**src/rtl/mux_select_sequencer_pkg.sv**
```systemverilog
// mux_select_sequencer_pkg: shared constants and FSM state type for the select sequencer
// Ports: none (package).
package mux_select_sequencer_pkg;
   localparam int NUM_CH = 4;
   localparam int SEL_W  = 2;
   typedef enum logic [1:0] {
      S_IDLE  = 2'd0,
      S_DWELL = 2'd1,
      S_NEXT  = 2'd2,
      S_DONE  = 2'd3
   } state_t;
endpackage

```
**src/rtl/mux_select_sequencer_next_channel_finder.sv**
```systemverilog
// mux_select_sequencer_next_channel_finder: priority search for the lowest enabled channel above cur
// Ports: mask  - enabled channels
//        cur   - current select
//        first - ignore cur and search from channel 0 (cur = -1)
//        found - an enabled channel exists in the search range
//        nxt   - lowest such channel
module mux_select_sequencer_next_channel_finder
   import mux_select_sequencer_pkg::*;
(
   input  logic [NUM_CH-1:0] mask,
   input  logic [SEL_W-1:0]  cur,
   input  logic              first,
   output logic              found,
   output logic [SEL_W-1:0]  nxt
);
   // Descending scan so the lowest qualifying channel is assigned last and wins.
   always_comb begin
      found = 1'b0;
      nxt = '0;
      for (int i = NUM_CH - 1; i >= 0; i--)
         if (mask[i] && (first || i > int'(cur))) begin
            found = 1'b1;
            nxt = SEL_W'(i);
         end
   end
endmodule

```
**src/rtl/mux_select_sequencer.sv**
```systemverilog
// mux_select_sequencer: steps a 4:1 mux select through masked channels, samples each after a dwell
// Ports: clk, rst (async active-high)
//        start, ch_mask - scan request and channel enables (latched on accept)
//        mux_y          - downstream mux output
//        sel, sel_valid - select to the mux and its dwell qualifier
//        busy, done     - scan in progress / one-cycle completion pulse
//        sample         - captured value per channel
module mux_select_sequencer
   import mux_select_sequencer_pkg::*;
#(
   parameter int DWELL = 4,
   parameter int CW    = 8
) (
   input  logic              clk,
   input  logic              rst,
   input  logic              start,
   input  logic [NUM_CH-1:0] ch_mask,
   input  logic              mux_y,
   output logic [SEL_W-1:0]  sel,
   output logic              sel_valid,
   output logic              busy,
   output logic [NUM_CH-1:0] sample,
   output logic              done
);
   state_t            state;
   logic [CW-1:0]     cnt;
   logic [NUM_CH-1:0] mask_q;
   logic              first_found, next_found;
   logic [SEL_W-1:0]  first_sel, next_sel;

   // First channel comes from the live mask so the accept edge can load sel directly.
   mux_select_sequencer_next_channel_finder u_first (
      .mask(ch_mask), .cur('0), .first(1'b1), .found(first_found), .nxt(first_sel)
   );

   mux_select_sequencer_next_channel_finder u_next (
      .mask(mask_q), .cur(sel), .first(1'b0), .found(next_found), .nxt(next_sel)
   );

   always_ff @(posedge clk or posedge rst) begin
      if (rst) begin
         state     <= S_IDLE;
         sel       <= '0;
         sel_valid <= 1'b0;
         busy      <= 1'b0;
         done      <= 1'b0;
         sample    <= '0;
         cnt       <= '0;
         mask_q    <= '0;
      end else begin
         case (state)
            S_IDLE: begin
               done <= 1'b0;
               if (start) begin
                  sample <= '0;
                  if (first_found) begin
                     mask_q    <= ch_mask;
                     sel       <= first_sel;
                     cnt       <= '0;
                     sel_valid <= 1'b1;
                     busy      <= 1'b1;
                     state     <= S_DWELL;
                  end else begin
                     done  <= 1'b1;
                     state <= S_DONE;
                  end
               end
            end
            S_DWELL: begin
               cnt <= cnt + 1'b1;
               if (cnt == CW'(DWELL - 1)) begin
                  sample[sel] <= mux_y;
                  sel_valid   <= 1'b0;
                  state       <= S_NEXT;
               end
            end
            S_NEXT: begin
               if (next_found) begin
                  sel       <= next_sel;
                  cnt       <= '0;
                  sel_valid <= 1'b1;
                  state     <= S_DWELL;
               end else begin
                  busy  <= 1'b0;
                  done  <= 1'b1;
                  state <= S_DONE;
               end
            end
            default: begin
               done  <= 1'b0;
               state <= S_IDLE;
            end
         endcase
      end
   end
endmodule

```
**config.mk**
```make
export PLATFORM = sky130hd
export DESIGN_NAME = mux_select_sequencer
export DESIGN_NICKNAME = d
export VERILOG_FILES = /design/src/rtl/mux_select_sequencer_pkg.sv /design/src/rtl/mux_select_sequencer_next_channel_finder.sv /design/src/rtl/mux_select_sequencer.sv
export SDC_FILE = /design/constraint.sdc
export NUM_CORES = 1
export LEC_CHECK = 0
export CORE_ASPECT_RATIO = 1.1
export CORE_UTILIZATION = 41
export DETAILED_ROUTE_END_ITERATION = 16
export HOLD_SLACK_MARGIN = 0.05
export PLACE_DENSITY_LB_ADDON = 0.08
export SLEW_MARGIN = 20
export SYNTH_ARGS = -nofsm -noshare
export SYNTH_HDL_FRONTEND = slang
export SYNTH_HIERARCHICAL = 1
export SYNTH_SLANG_ARGS = --single-unit
export TNS_END_PERCENT = 10
```
**constraint.sdc**
```tcl
create_clock -name clk -period 2.7 [get_ports clk]
set_input_delay 0.54 -clock clk [delete_from_list [all_inputs] [get_ports clk]]
set_output_delay 0.54 -clock clk [all_outputs]
set_load 0.02 [all_outputs]
```
-- Word-level counts from Yosys, hierarchy flattened
Cells that the tools add are included.
- muxes and demuxes: 44
- shift operators: 0
- multipliers: 0
- div/mod/pow operators: 0
- equal/unequal tests: 8
- $add $sub $neg: 1
- $lt $le $gt $ge: 5
- bitwise operators: 1
- reductions and logical operators: 16
- operator list (kind ; number):
    $mux 2 ; 14
    $mux 8 ; 3
    $pmux 8 s3 ; 1
    $mux 1 ; 16
    $reduce_and 4->1 ; 3
    $ne 2x2->1 const B ; 5
    $add 8x1->8 const B ; 1
    $eq 8x2->1 const B ; 1
    $mux 4 ; 2
    $pmux 4 s2 ; 1
    $pmux 1 s3 ; 2
    $pmux 2 s3 ; 1
    $reduce_and 3->1 ; 2
    $reduce_and 5->1 ; 1
    $bwmux 4 ; 1
    $gt 2x2->1 const A ; 2
    $logic_and 1x1->1 ; 4
    $pmux 2 s2 ; 1
    $reduce_and 2->1 ; 2
    $reduce_bool 2->1 ; 2
    $lt 2x3->1 const B ; 1
    $reduce_bool 3->1 ; 1
    $demux 1 s2 ; 1
    $eq 2x1->1 const B ; 1
    other kinds (6) ; 6
- memory bits (writable): 0
- latch bits: 0
- memories: 0
- register bits: 23
- bits of input ports: 8
- word-level logic and storage cells: 83
- bits in read-only memories: 0
- output and inout port bits: 9

-- Depth between registers and ports, before layout
- depth in word-level cells: 7
- gate-level depth with buffers: 8

-- Modules after synthesis
The synthesis kept the hierarchy.
- by module, submodules not included (module ; cells an instance ; times used ; area each (µm²)):
    mux_select_sequencer ; 113 ; 1 ; 1174.9
    mux_select_sequencer_next_channel_finder ; 15 ; 2 ; 91.3

-- Least setup slack after synthesis
OpenSTA, ideal clock, no wires.
- path kind: flip-flop to flip-flop
- start: reg sel[1]
- end: reg cnt[7]
- buffers on the path: 1
- data required time: 2.623 ns
- arrival time: 2.031 ns
- cell stages (with the launch flop): 9
- setup slack: 0.592 ns
- cells stage by stage: dfrtp_1 -> nor2_1 -> a21oi_1 -> o21ai_0 -> nand2b_1 -> a21o_1 -> clkbuf_1 -> or3_1 -> a21oi_1
- longest elaborated chain between the ends: 7
- elaborated cells on any way between the ends: 11
- those cells by class: 3 x order compare; 1 x eq/ne; 3 x mux; 4 x reduce/logical
- ends and longest elaborated chain (element ; RTL line ; text):
    start, declared ; mux_select_sequencer.sv:19 ; output logic [SEL_W-1:0] sel,
    start signal, assigned ; mux_select_sequencer.sv:58 ; sel <= first_sel;
    start signal, assigned ; mux_select_sequencer.sv:79 ; sel <= next_sel;
    $gt 2x2->1 ; mux_select_sequencer_next_channel_finder.sv:21 ; if (mask[i] && (first || i > int'(cur))) begin
    $logic_and 1x1->1 ; mux_select_sequencer_next_channel_finder.sv:21 ;
    $mux 1 (2 in a row) ; mux_select_sequencer_next_channel_finder.sv:21 ;
    $mux 1 * ; mux_select_sequencer_next_channel_finder.sv:21 ;
    net next_found ; mux_select_sequencer.sv:28 ; logic first_found, next_found;
    $ne 2x2->1 (no source line) * ; - ;
    $reduce_and 4->1 (no source line) * ; - ;
    end signal, assigned ; mux_select_sequencer.sv:70 ; cnt <= cnt + 1'b1;
    end, declared ; mux_select_sequencer.sv:26 ; logic [CW-1:0] cnt;
Mark *: on every way through the listed nets, which the timed path passes. The rest lies on a longest branch.
A chain may end at the register's enable or synchronous reset.

-- Final worst setup path
- start: reg sel[1]
- end: reg cnt[4]
Same word-level chain as after synthesis.

==> out/qor.csv <==
stage,metric,value,unit
power,irDropWorstVdd,0.3321,mV
cells_and_area,drive_gt1_frac,0.08989,
clocking,cts_tree,yes,
sta,worst_pin_slew,646.6,ps
worst_setup_path,cp-end-kind,flip-flop,
sta,rsz0062_at_grt,no,
power,p_int,834.9,uW
sta,fin_skew,2.318,ps
synthesis,ys_types,40,
synthesis,synthCells,143,
global_routing,grt_pass1_wl,5.037,mm
die,design.die.area,3546,um^2
route,num_vias,1101,
worst_setup_path,critical_path_arrival,2600,ps
power,power_switching,610.2,uW
die,fp.dieW,56.87,um
worst_setup_path,crit_path_start,sel[1],
die,io_pins,17,
worst_setup_path,start_kind,flip-flop,
route,viasPerCell,5.193,
worst_setup_path,required,2960,ps
power,p_clk_frac,0.112,
synthesis,ys_ff_latch,23,
synthesis,synthesis.area,1358,um^2
power,power_density,871.7,nW/um^2
outcome,status,"complete, but fails checks",
sta,fmax,427.0,MHz
die,start_util,0.4379,
route,antenna_left,0,
route,routed_wl,2.770,mm
clocking,cts-root-buf,clkbuf_4,
clocking,cts_hold_buf,0,
synthesis,postSynthAreaPerCell,9.493,um^2
placement,dp.cells,208,
cells_and_area,nFillCells,310,
cells_and_area,final_cells,212,
sta,finalSetupViolCount,0,
global_routing,grt_max_degree,18,
clocking,cts_max_level,1,
die,core-area,3100,um^2
job,maxCapViolations,0,
worst_setup_path,worst-path-buf-inv,0,
global_routing,grt_usage,0.1804,
clocking,cts.sinks,23,
cells_and_area,final_core_util,0.5347,
sta,fin_crit_sh,0.8673,
worst_setup_path,crit_fanout,13,
clocking,path_clk_slew,130,ps
cells_and_area,layout_common_cells,"23 x dfrtp_1, 17 x conb_1, 16 x clkdlybuf4s50_1",
worst_hold_path,hold_class,in2async,
route,drt_drc_violations_left,4,
synthesis,ys.flop_type,dfrtp_1,
worst_setup_path,r2r_slack,360,ps
worst_setup_path,cpMaxStageDelayCell,dfrtp_1,
placement,port_buffers,16,
outcome,violations,DRC,
clocking,clockBufferDepth,2,
worst_setup_path,reg2reg_depth,7,
power,p_sw_frac,0.4223,
synthesis,async_flop_share,1.000,
sta,period_needed,2342,ps
sta,drv_slew,0,
sta,fin_hold_ws,441.4,ps
clocking,postCtsSetupBuffers,0,
route,wl_per_cell,13.07,um
placement,gp_congestion,0.7592,
worst_setup_path,critPathMaxStageDelay,520,ps
cells_and_area,nets,188,
cells_and_area,n_antenna_cell,0,
sta,hold_viol_final,0,
worst_setup_path,cp_top_family,compound AO/OA/AOI/OAI gates,
cells_and_area,final_common_cell,dfrtp_1,
clocking,ctsResizeCount,0,
worst_setup_path,endpoint,cnt[4],
clocking,worstSkewPairLatency,310,ps
worst_setup_path,r2r-end,cnt[4],
global_routing,grt_overflow,0,
synthesis,yosys_warnings,6,
placement,dp_hpwl,2.139,mm
cells_and_area,area_delta_synth_final,22.12,%
worst_setup_path,crit_cells,7,
route,first_pass_iters,10,
die,die-height,62.35,um
synthesis,seq_area_frac_synth,0.4240,
synthesis,synth_edf_count,0,
worst_setup_path,cp_cell_sequence,nor2_1 -> a21oi_1 -> o21ai_0 -> nand2b_1 -> a21o_1 -> or4_1 -> nand2_1,
route,initialDrtViolationCount,25,
power,p_comb_frac,0.457,
global_routing,grt_pass1_vias,1165,
global_routing,antenna_found_initial,0,
power,pwr-share-seq,0.431,
worst_setup_path,r2r_start,sel[1],
sta,tns,0,ps
die,rows,21,
power,power_leakage,0.0007523,uW
worst_setup_path,path_class,reg2reg,
clocking,cts_inserted_buffers,3,
sta,slew_headroom,0.5690,
==> metal layers <==
metal	track usage	wire length (um)	vias to the layer above
li1	-	-	571
met1	0.2154	1227	518
met2	0.3229	1474	10
met3	0.02708	49	2
met4	0.06707	19	0
met5	0	0	-
==> synthesized netlist by cell type, types with 2 or more instances <==
cell type | count | share of area
a211o_1 | 2 | 0.013
a211oi_1 | 2 | 0.011
a21o_1 | 4 | 0.022
a21oi_1 | 7 | 0.026
clkbuf_1 | 4 | 0.011
conb_1 | 2 | 0.0055
dfrtp_1 | 23 | 0.42
inv_1 | 7 | 0.019
inv_2 | 2 | 0.0055
mux2_1 | 4 | 0.033
mux2_2 | 4 | 0.033
mux2i_1 | 4 | 0.029
nand2_1 | 10 | 0.028
nand2b_1 | 2 | 0.0092
nand3_1 | 2 | 0.0074
nand4_1 | 2 | 0.0092
nand4b_1 | 2 | 0.013
nor2_1 | 8 | 0.022
nor2b_1 | 12 | 0.055
nor3_1 | 6 | 0.022
o211ai_1 | 3 | 0.017
o21ai_0 | 7 | 0.026
o21ba_1 | 2 | 0.015
o32ai_1 | 2 | 0.013
or2b_1 | 2 | 0.011
or3_1 | 3 | 0.014
or4_1 | 2 | 0.011
==> cell type report <==
type,count,area (um^2),area share
timing repair buffer,20,190.2,0.1147
tap,34,42.54,0.02566
inverter,9,33.78,0.02038
clock buffer,4,26.28,0.01585
sequential,23,575.6,0.3472
multi-input combinational,122,789.5,0.4762
==> stage by stage <==
stage	cell area, um^2	total power, uW	worst slack [ps]
floorplan	1414	1072	591.6
global route	1658	1581	130.1
detailed placement	1632	1294	106.3
finish	1658	1445	358.3
global placement	1632	1273	186.8
CTS	1658	1460	348.0
==> how the worst min path moves through the flow <==
stage                     end  slack (ps)      start
detailed placement       busy         470       busy
finish                 sel[1]         440        rst
floorplan           mask_q[2]         500  mask_q[2]
global placement         busy         460       busy
CTS                    sel[1]         440        rst
global route           sel[1]         450        rst
==> cells by family after synthesis <==
kind of cell,Yosys count,synth area share
xor gates and xnor gates,1,0.006453
and+or+nand+nor,56,0.2479
muxes,12,0.09585
adders and majority gates,1,0.009215
AOI/OAI and AO/OA,35,0.1751
DFF,23,0.4240
buffers and inverters,13,0.03595
other,2,0.005532
==> sequential cells by signal (all words and copies together) (netlist names) <==
register   count
cnt            8
busy           1
sel_valid      1
sel            2
sample         4
state          2
mask_q         4
done           1
==> power groups by stage <==
stage          Clock, uW  Sequential, uW  Combinational [uW]
2_1_floorplan          0             623                 448
3_3_place_gp           0             625                 647
3_5_place_dp           0             633                 661
4_1_cts              169             624                 667
5_1_grt              184             655                 742
6_report             161             623                 661
Power figures use the tool's default switching activity.
